## config.mk

```make
export PLATFORM = sky130hd
export DESIGN_NAME = cic_decimator
export DESIGN_NICKNAME = d
export VERILOG_FILES = /design/src/rtl/cic_decimator.sv
export SDC_FILE = /design/constraint.sdc
export NUM_CORES = 1
export LEC_CHECK = 0
export CAP_MARGIN = 20
export CORE_AREA = 2 2 130 258
export DETAILED_ROUTE_END_ITERATION = 6
export DIE_AREA = 0 0 132 260
export DONT_BUFFER_PORTS = 1
export PLACE_DENSITY_LB_ADDON = 0.2
export SLEW_MARGIN = 40
export SYNTH_ARGS = -nofsm -noshare
export SYNTH_HDL_FRONTEND = slang
export SYNTH_SLANG_ARGS = --single-unit
```

## constraint.sdc

```tcl
create_clock -name clk -period 4.75 [get_ports clk]
set_input_delay 0.475 -clock clk [delete_from_list [all_inputs] [get_ports clk]]
set_output_delay 0.475 -clock clk [all_outputs]
set_load 0.01 [all_outputs]
```

## src/rtl/cic_decimator.sv

```systemverilog
// Two-stage CIC decimator: two integrators at the input rate, a dump every
// 2^ratio_log2 accepted samples, two combs and a gain-normalising shift.
// Differential delay is 1, so the combined response is a boxcar of length R,
// squared.
module cic_decimator #(
  parameter int INPUT_WIDTH    = 14,
  parameter int OUTPUT_WIDTH   = 14,
  parameter int MAX_RATIO_LOG2 = 10,
  parameter int RATIO_WIDTH    = 4
) (
  input  logic                           clk,
  input  logic                           rst,
  input  logic signed [INPUT_WIDTH-1:0]  in_data,
  input  logic                           in_valid,
  input  logic [RATIO_WIDTH-1:0]         ratio_log2,
  output logic signed [OUTPUT_WIDTH-1:0] out_data,
  output logic                           out_valid
);

  localparam int ACC_WIDTH = INPUT_WIDTH + 2*MAX_RATIO_LOG2;
  localparam int CNT_W     = (MAX_RATIO_LOG2 > 0) ? MAX_RATIO_LOG2 : 1;
  localparam int STAGES    = 3;
  localparam logic [RATIO_WIDTH-1:0] MAX_R = RATIO_WIDTH'(MAX_RATIO_LOG2);

  // frame state
  logic [CNT_W-1:0]       cnt;
  logic [RATIO_WIDTH-1:0] r_act, r_prev;
  logic [1:0]             wcnt;

  // integrators and combs; modular wrap is intentional
  logic signed [ACC_WIDTH-1:0] int1, int2, d1, d2, c1, c2;

  // pipeline: vld_pipe[0..2] mark a dump moving through the combs,
  // vld_pipe[STAGES] is the registered output strobe
  logic [STAGES:0]                        vld_pipe;
  logic [STAGES-1:0]                      ok_pipe;
  logic [STAGES-1:0][RATIO_WIDTH-1:0]     r_pipe;

  logic [RATIO_WIDTH-1:0]      r_clamp, r_cur;
  logic [CNT_W-1:0]            last_idx;
  logic                        dump;
  logic [1:0]                  wcnt_eff;
  logic signed [ACC_WIDTH-1:0] in_ext, int1_next, shifted;

  // frame bookkeeping: ratio for this frame is the live input on its first
  // sample, the latched copy afterwards, so R=1 frames still see the new value
  always_comb begin
    r_clamp   = (ratio_log2 > MAX_R) ? MAX_R : ratio_log2;
    r_cur     = (cnt == '0) ? r_clamp : r_act;
    last_idx  = ~({CNT_W{1'b1}} << r_cur);
    dump      = in_valid && (cnt == last_idx);
    in_ext    = {{(ACC_WIDTH-INPUT_WIDTH){in_data[INPUT_WIDTH-1]}}, in_data};
    int1_next = int1 + in_ext;
    // a ratio change restarts warm-up, and the changed dump itself is the
    // first of the two suppressed ones
    wcnt_eff  = (r_cur != r_prev) ? 2'd0 : wcnt;
    shifted   = c2 >>> {r_pipe[STAGES-1], 1'b0};
  end

  // integrators, sample counter, ratio latch and warm-up tracking
  always_ff @(posedge clk or negedge rst) begin
    if (!rst) begin
      int1   <= '0;
      int2   <= '0;
      cnt    <= '0;
      r_act  <= '0;
      r_prev <= '0;
      wcnt   <= '0;
    end else if (in_valid) begin
      int1 <= int1_next;
      int2 <= int2 + int1_next;
      cnt  <= dump ? '0 : cnt + CNT_W'(1);
      if (cnt == '0) r_act <= r_clamp;
      if (dump) begin
        r_prev <= r_cur;
        wcnt   <= (wcnt_eff == 2'd2) ? 2'd2 : wcnt_eff + 2'd1;
      end
    end
  end

  // comb pipeline E1..E3; shift amount travels with the dumped frame
  always_ff @(posedge clk or negedge rst) begin
    if (!rst) begin
      vld_pipe <= '0;
      ok_pipe  <= '0;
      r_pipe   <= '0;
      d1       <= '0;
      d2       <= '0;
      c1       <= '0;
      c2       <= '0;
      out_data <= '0;
    end else begin
      vld_pipe[0]      <= dump;
      vld_pipe[1]      <= vld_pipe[0];
      vld_pipe[2]      <= vld_pipe[1];
      vld_pipe[STAGES] <= vld_pipe[2] && ok_pipe[2];
      ok_pipe          <= {ok_pipe[1:0], (wcnt_eff == 2'd2)};
      if (dump) r_pipe[0] <= r_cur;
      if (vld_pipe[0]) begin
        c1        <= int2 - d1;
        d1        <= int2;
        r_pipe[1] <= r_pipe[0];
      end
      if (vld_pipe[1]) begin
        c2        <= c1 - d2;
        d2        <= c1;
        r_pipe[2] <= r_pipe[1];
      end
      if (vld_pipe[2]) out_data <= shifted[OUTPUT_WIDTH-1:0];
    end
  end

  assign out_valid = vld_pipe[STAGES];

endmodule
```

; ---- Yosys cells after proc, flatten, opt, wreduce, memory -nomap -nowiden
; Index checks and enable logic that the tools add are counted.
[word_totals]
output_inout_bits = 15
wordCells = 38
ff_bits = 257
in_bits = 21
[op_classes]
eq_ne = 3
muxes = 5
n_reduce_logical = 4
bitwise_logic = 1
n_addsub = 6
n_lt_le_gt_ge = 1
n_shift = 2
[ops]
columns = operator, n
row1 = subtractor 34 bit, 2
row2 = adder 34 x 14 -> 34 bit, 1
row3 = adder 34 bit, 1
row4 = >>> shifter 34 x 5 -> 14 bit, 1
row5 = "adder 10 x 1 -> 10 bit, second input constant", 1
row6 = equality test 10 bit, 1
row7 = zero test 10 bit, 1
row8 = two-way mux 10 bit, 1
row9 = NOT 10 bit, 1
row10 = "<< shifter 10 x 4 -> 10 bit, first input constant", 1
row11 = two-way mux 4 bit, 2
row12 = "> comparator 4 bit, second input constant", 1
row13 = two-way mux 2 bit, 2
row14 = inequality test 4 bit, 1
row15 = "adder 2 x 1 -> 2 bit, second input constant", 1
row16 = "equality test 2 bit, second input constant", 1
row17 = logical AND 1 bit, 2
row18 = AND reduction 2 bit, 1

; ---- Logic depth before layout (Yosys ltp)
; Gate-level depths: netlist (run 1).
[depth]
ltp_word = 8
mapped_depth = 22
mapped_depth_nobuf = 22

; ---- Least setup slack after synthesis (run 1)
; Ideal clock, no wire load.
[synth_timing]
path_type = input port to flip-flop
from = in in_data[0]
to = reg int2[33]
stages = 22
setup_time_ps = 128
arrival_time_ps = 4837
setup_slack_ps = -216
path_buffers = 0
required_time_ps = 4622
cell_sequence = ha_1 fa_1 a21o_1 a21oi_1 nor2b_1 o21a_1 a2111oi_0 o31ai_1 a2111oi_0 nor3_1 xor2_1 ha_1 a21o_1 a21o_1 a21oi_1 o21ai_0 a21oi_1 o21ai_0 a211oi_1 a21oi_1 mux2i_1 xor2_1
[synth_via]
elab_chain_len = 2
[synth_rtl]
columns = element, line_no
row1 = from (decl), 13  ; input logic signed [INPUT_WIDTH-1:0] in_data,
row2 = adder 34 x 14 -> 34 bit, 53  ; int1_next = int1 + in_ext;
row3 = via int1_next[24], 43  ; logic signed [ACC_WIDTH-1:0] in_ext, int1_next, shifted;
row4 = adder 34 bit, 71  ; int2 <= int2 + int1_next;
row5 = to (signal assigned), 71
row6 = to (decl), 31  ; logic signed [ACC_WIDTH-1:0] int1, int2, d1, d2, c1, c2;
; The timed path passes the listed nets, and every way through them passes these cells.
; A chain may end at the register's enable or synchronous reset.

; ---- Final worst setup path (run 1)
[layout_timing]
from = reg int1[0]
to = reg int2[31]
[layout_via]
elab_chain_len = 2
[layout_rtl]
columns = element, line_no
row1 = from (decl), 31
row2 = from (signal assigned), 70  ; int1 <= int1_next;
row3 = adder 34 x 14 -> 34 bit, 53
row4 = via int1_next[24], 43
row5 = adder 34 bit, 71
; The timed path passes the listed nets, and every way through them passes these cells.

==> results.sh, run 1 <==
export IMPL_start_kind="register"
export IMPL_slowest_stage="dfrtp_1"
export IMPL_max_freq_mhz=210
export IMPL_comb_power_share_pct=63.9
export IMPL_skew_ns=0.0184
export IMPL_rows=93
export IMPL_yosysSeqAreaShare_pct=36.1
export IMPL_drtAntennaViolNets=0
export IMPL_p_leak_nw=8.82
export IMPL_layout_common_cells="dfrtp_1, nand2_1, o21ai_0"
export IMPL_fin_crit_ns=4.77
export IMPL_antenna_cells=0
export IMPL_sw_frac_of_total_pct=40.7
export IMPL_max_vdd_ir_drop_uv=547
export IMPL_drv_slew=0
export IMPL_place_gp_congestion=0.920
export IMPL_synth_compound_area_share_pct=18.8
export IMPL_critPathMaxStageDelay_ns=0.38
export IMPL_cp_max_fo=2
export IMPL_placed_cells=2329
export IMPL_synth_xor_area_share_pct=5.95
export IMPL_die_area_um2=34300
export IMPL_synthSimpleGateAreaFrac_pct=12.9
export IMPL_netlist_instances=1885
export IMPL_vias=14023
export IMPL_syn_area_um2=17500
export IMPL_avgSynthCellArea_um2=9.30
export IMPL_drive_gt1_share_pct=18.1
export IMPL_die_w_um=132
export IMPL_drt_initial_drc_count=576
export IMPL_yosys_warnings=0
export IMPL_clk_path_buf_depth=3
export IMPL_cts_made_buffers=27
export IMPL_switchingPower_mw=5.79
export IMPL_chipHeight_um=260
export IMPL_ff2ff_setup_slack_ns=-0.02
export IMPL_fin_ws_ns=-0.0232
export IMPL_cts_root_buf="clkbuf_16"
export IMPL_fp_coreArea_um2=32200
export IMPL_start_util_pct=54.4
export IMPL_cts_tree="yes"
export IMPL_yosys_area_share_adder_pct=10.2
export IMPL_dpl_hpwl_um=28700
export IMPL_hold_buffers=3
export IMPL_grt_overflow_total=0
export IMPL_layout_commonest_cell="dfrtp_1"
export IMPL_critPathKind="reg2reg"
export IMPL_clk_pin_slew_worst_paths_ns=0.06
export IMPL_nets=2109
export IMPL_synth_flop_cell="dfrtp_1"
export IMPL_fin_cells=2396
export IMPL_endpoint_kind="register"
export IMPL_grt_pass1_wl_um=66600
export IMPL_pin_count=36
export IMPL_worstMarginPinSlew_ns=0.819
export IMPL_finalWirelength_um=39700
export IMPL_synth_nets=2046
export IMPL_p_clk_share_pct=16.0
export IMPL_synth_distinct_cells=72
export IMPL_rsz0062_at_grt="true"
export IMPL_r2r_start="int1[0]$_DFFE_PN0P_"
export IMPL_htree_levels=1
export IMPL_port_buffers=0
export IMPL_hold_slack_ns=-0.401
export IMPL_post_route_period_util_pct=100
export IMPL_synth_mux_area_share_pct=11.9
export IMPL_violations="hold timing, setup timing"
export IMPL_routed_via_density=5.85
export IMPL_setup_violations=2
export IMPL_grtUsageTotal_pct=23.2
export IMPL_hold_path_class="in2async"
export IMPL_path_delay_family="compound AO/OA/AOI/OAI gates"
export IMPL_required_ns=5.19
export IMPL_status="complete, but fails checks"
export IMPL_antenna_found_initial=0
export IMPL_synth_seq_cells=253
export IMPL_seq_power_share_pct=20.1
export IMPL_synth_top_family_by_area="compound AO/OA/AOI/OAI gates"
export IMPL_clk_latency_ns=0.57
export IMPL_slew_limit_headroom_pct=45.4
export IMPL_reg2reg_depth=23
export IMPL_drc_errors=0
export IMPL_routedWlPerCell_um=16.6
export IMPL_finalHoldViolCount=253
export IMPL_async_flop_share_pct=100
export IMPL_cp_arrival_ns=5.22
export IMPL_power_density_nw_per_um2=719
export IMPL_clock_sinks=253
export IMPL_worst_path_buf_inv=2
export IMPL_synth_edf_count=0
export IMPL_grt_pass1_vias=14225
export IMPL_dr_pass1_iters=5
export IMPL_grt_max_degree=254
export IMPL_r2r_end="int2[31]$_DFFE_PN0P_"
export IMPL_intPower_mw=8.44
export IMPL_drv_cap=0
export IMPL_area_growth_pct=13.0
export IMPL_path_cells="ha_2 > fa_2 > a21o_1 > a21oi_2 > nor2b_2 > o21a_2 > a2111oi_4 > buf_4 > o31ai_4 > a2111oi_4 > nor3_2 > xor2_1 > ha_1 > a21o_1 > a21o_1 > a21oi_2 > o21ai_2 > a21oi_2 > o21ai_2 > a211oi_2 > buf_4 > xnor2_1 > mux2_4"
worst max-delay path by stage:
| stage | startpoint | end | slack, ns | cells past startpoint |
|---|---|---|---|---|
| floorplan | in_data[0] | int2[33]$_DFFE_PN0P_ | 0.02 | 22 |
| global placement | in_data[0] | int2[31]$_DFFE_PN0P_ | -0.40 | 23 |
| detailed placement | in_data[0] | int2[30]$_DFFE_PN0P_ | -0.52 | 21 |
| CTS | int1[0]$_DFFE_PN0P_ | int2[31]$_DFFE_PN0P_ | -0.09 | 23 |
| global route | int1[0]$_DFFE_PN0P_ | int2[31]$_DFFE_PN0P_ | -0.17 | 23 |
| finish | int1[0]$_DFFE_PN0P_ | int2[31]$_DFFE_PN0P_ | -0.02 | 23 |
Yosys cell counts (all sizes together) (7+ instances only):
library cell  count  area (um2)
nand3            28         140
o21a             24         180
o31ai             9        67.6
a21boi            7        52.6
nor2b            21         131
ha              136        1700
o21ai           179         896
a211oi           19         155
inv             116         435
o21bai           13        97.6
mux2            130        1480
mux2i            32         358
mux4             11         248
or3              11        68.8
o211ai           31         238
a31oi            14        87.6
a21oi           140         701
nor2            100         375
nand4            15        93.8
nand3b           15         113
and3             19         119
a21o             48         360
and2             10        62.6
xor2             39         342
nand2b           14        87.6
nor4              9        62.6
dfrtp           253        6330
xnor2            80         701
clkbuf           59         221
nand2           188         706
nor3             25         125
buf              13        72.6
power groups by stage:
| stage | Clock [mW] | Combinational (mW) | Sequential [mW] |
|---|---|---|---|
| 3_3_place_gp | 0 | 8.02 | 2.88 |
| 6_report | 2.28 | 9.09 | 2.87 |
| 5_1_grt | 2.42 | 10.0 | 2.92 |
| 4_1_cts | 2.35 | 8.62 | 2.86 |
| 3_5_place_dp | 0 | 8.24 | 2.90 |
| 2_1_floorplan | 0 | 5.86 | 2.79 |
kinds of logic (layout without fill, tap and decap cells):
group           count (synthesis)  in the layout
xor+xnor                      119            119
flops                         253            253
buf+inv                       188            272
compound gates                535            535
simple gates                  477            477
fa+ha+maj                     140            140
mux                           173            173
per-layer routing:
metal  routed length (um)  global-route usage [%]  part of all wire, %  up-vias
met5                    0                       0                    0        -
met4                 2040                    12.7                  5.1        0
met3                  952                    2.03                  2.4      123
met2                21700                    45.6                   55      236
met1                15000                    23.8                   38     6763
li1                     -                       -                    -     6901
state kept, by name, summed over array words and instances, names as in the netlist, 4 cells and up:
| register | flops |
|---|---|
| int1 | 34 |
| r_act | 4 |
| d2 | 34 |
| out_data | 14 |
| cnt | 10 |
| r_pipe | 11 |
| vld_pipe | 4 |
| c2 | 34 |
| int2 | 34 |
| d1 | 34 |
| c1 | 34 |
cell type report:
cell class / instances / area (um2)
clock buffer: 34 / 742
fill: 2733 / 12400
multi-input combinational: 1444 / 10700
timing repair buffer: 106 / 823
tap: 427 / 534
clock inverter: 16 / 224
inverter: 116 / 435
sequential: 253 / 6340
timing repair:
| action | CTS | global route |
|---|---|---|
| cloned | 0 | 0 |
| endpoints found under the hold margin | 260 | 253 |
| setup endpoints to repair | 12 | 13 |
| pin swaps | 12 | 34 |
| setup buffers | 9 | 5 |
| gates resized for setup | 23 | 41 |
worst register-to-register path: cells and delay by family, from the launching register on:
family / cells / cell delay, ns
AOI/OAI and AO/OA: 13 / 2.44
adders and majority gates: 3 / 0.84
DFF: 1 / 0.38
buffers and inverters: 2 / 0.35
muxes: 1 / 0.26
xor gates and xnor gates: 2 / 0.22
and+or+nand+nor: 2 / 0.18
through the flow:
stage               util (%)  setup WS (ns)  cell area (um2)  power [mW]  setup TNS [ns]
floorplan                  -         0.0188            17500        8.65               0
global placement        57.2         -0.397            18400        10.9           -2.80
detailed placement      57.3         -0.524            18500        11.1           -3.90
CTS                     60.8        -0.0900            19600        13.8          -0.216
global route            61.4         -0.166            19800        15.4          -0.843
finish                  61.4        -0.0232            19800        14.2         -0.0235
Note: power is estimated with default switching activity, not from simulation.
==> run 2: changes to the inputs <==
- CTS_CLUSTER_SIZE: default -> 28
- HOLD_SLACK_MARGIN: default -> 0.03
- clock period: 4.75 -> 4.3 ns (I/O delays scaled with it)
==> run 2 against run 1 <==
- the flow still finishes with violations (hold timing, setup timing)
- clock-buffer cell count up 2
- worst setup slack worse by 0.44 ns
- fmax up 0.16%
- critical path depth down 3
- power up 17%
- register-to-register slack worse by 0.44 ns
- first-iteration DRC count up 1.4%
- sequential share of layout area down 0.77 points
- flip-flop and latch count unchanged
- hold slack worse by 0.039 ns
- critical path type unchanged
- largest power group unchanged
==> results.sh, run 2 (synthesis gave the netlist of run 1 again) <==
export IMPL_cts_tree="yes"
export IMPL_layout_common_cells="dfrtp_1, nand2_1, o21ai_0"
export IMPL_drc_errors=0
export IMPL_die_area_um2=34300
export IMPL_dr_pass1_iters=5
export IMPL_endpoint_kind="register"
export IMPL_htree_levels=1
export IMPL_fin_ws_ns=-0.465
export IMPL_cts_made_buffers=26
export IMPL_die_w_um=132
export IMPL_nets=2160
export IMPL_required_ns=4.73
export IMPL_layout_commonest_cell="dfrtp_1"
export IMPL_seqCellArea_um2=6340
export IMPL_pin_count=36
export IMPL_placed_cells=2369
export IMPL_cp_max_fo=4
export IMPL_critPathKind="reg2reg"
export IMPL_cts_root_buf="clkbuf_16"
export IMPL_hold_buffers=6
export IMPL_max_vdd_ir_drop_uv=542
export IMPL_chipHeight_um=260
export IMPL_routedWlPerCell_um=16.4
export IMPL_post_route_period_util_pct=111
export IMPL_max_freq_mhz=210
export IMPL_ff2ff_setup_slack_ns=-0.47
export IMPL_fp_coreArea_um2=32200
export IMPL_r2r_start="int1[0]$_DFFE_PN0P_"
export IMPL_drt_initial_drc_count=584
export IMPL_finalWirelength_um=40200
export IMPL_drive_gt1_share_pct=20.8
export IMPL_skew_ns=0.0238
export IMPL_cp_arrival_ns=5.20
export IMPL_area_growth_pct=15.7
export IMPL_rsz0062_at_grt="true"
export IMPL_antenna_cells=0
export IMPL_clk_path_buf_depth=3
export IMPL_slew_limit_headroom_pct=49.6
export IMPL_grt_max_degree=254
export IMPL_place_gp_congestion=0.921
export IMPL_clock_sinks=253
export IMPL_start_kind="register"
export IMPL_total_power_mw=16.6
export IMPL_fillers=2733
export IMPL_drv_slew=0
export IMPL_cp_startpoint="int1[0]$_DFFE_PN0P_"
export IMPL_grt_pass1_vias=14373
export IMPL_clk_latency_ns=0.56
export IMPL_start_util_pct=54.4
export IMPL_antenna_found_initial=0
export IMPL_drtAntennaViolNets=0
export IMPL_grt_overflow_total=0
export IMPL_fin_crit_ns=4.77
export IMPL_grtUsageTotal_pct=23.6
export IMPL_worstMarginPinSlew_ns=0.756
export IMPL_setup_violations=11
export IMPL_rows=93
export IMPL_clk_pin_slew_worst_paths_ns=0.06
export IMPL_fin_cells=2444
export IMPL_multi_input_area_um2=10800
export IMPL_tns_ns=-2.84
export IMPL_dpl_hpwl_um=29000
export IMPL_p_leak_nw=9.08
export IMPL_drv_cap=0
export IMPL_hold_slack_ns=-0.440
export IMPL_finalHoldViolCount=253
export IMPL_vias=14163
export IMPL_routed_via_density=5.80
export IMPL_grt_pass1_wl_um=67600
export IMPL_violations="hold timing, setup timing"
export IMPL_power_density_nw_per_um2=821
export IMPL_hold_path_class="in2async"
export IMPL_port_buffers=0
export IMPL_status="complete, but fails checks"
[run 2: worst max-delay path, stage by stage, from the launching register on]
cell and delay (ns):
dfrtp_1 0.40, ha_4 0.18, fa_2 0.34, a21o_1 0.17
a21oi_2 0.19, nor2b_2 0.08, o21a_2 0.24, a2111oi_4 0.28
buf_4 0.19, nor2_2 0.06, o21a_1 0.22, nor2_2 0.14
xnor2_2 0.15, ha_4 0.24, and4_1 0.20, and4b_1 0.22
or4_4 0.56, a41oi_2 0.23, o21bai_1 0.13, xor2_1 0.15
mux2_2 0.26
[run 2: what timing repair did]
action                                 in CTS  in global routing
endpoints found under the hold margin     277                253
buffers inserted                           16                  6
gates cloned                                0                  0
resized for setup                          48                 38
setup endpoints to repair                  18                 19
pin swaps                                  42                 37
[run 2: stage by stage]
| step | setup WS, ns | area (um2) | utilization, % |
|---|---|---|---|
| 3_3_place_gp | -0.577 | 18800 | 58.4 |
| 5_1_grt | -0.681 | 20300 | 62.9 |
| 4_1_cts | -0.450 | 20100 | 62.2 |
| 6_report | -0.465 | 20300 | 62.9 |
| 3_5_place_dp | -0.660 | 18800 | 58.4 |
| 2_1_floorplan | -0.178 | 17600 | - |
[run 2: final timing paths]
check	end	cells past startpoint
max	int2[30]$_DFFE_PN0P_	20
max in group asynchronous	vld_pipe[1]$_DFF_PN0_	0
max reg2reg	int2[30]$_DFFE_PN0P_	20
min in group clk	int2[10]$_DFFE_PN0P_	1
min reg2reg	ok_pipe[1]$_DFF_PN0_	0
min	vld_pipe[3]$_DFF_PN0_	0
[run 2: routing by layer]
metal | vias to the layer above | track usage, % | wire length (um) | part of all wire, %
met5 | - | 0 | 0 | 0
met4 | 0 | 11.9 | 1900 | 4.7
met3 | 120 | 1.89 | 956 | 2.4
met2 | 238 | 46.4 | 22000 | 55
met1 | 6814 | 24.6 | 15300 | 38
li1 | 6991 | - | - | -
[run 2: final cells by class]
cell class	count	area share [%]
clock buffer	36	3.54
clock inverter	10	0.765
inverter	116	2.15
multi-input combinational	1444	53.5
sequential	253	31.3
tap	427	2.63
timing repair buffer	158	6.19
[run 2: power by group]
group / internal, mW / switching, mW / leakage [nW] / total [mW]
Combinational: 5.84 / 5.29 / 5.31 / 11.1
Sequential: 2.80 / 0.378 / 3.35 / 3.18
Clock: 1.36 / 0.982 / 0.418 / 2.34
Total: 10.0 / 6.65 / 9.08 / 16.6
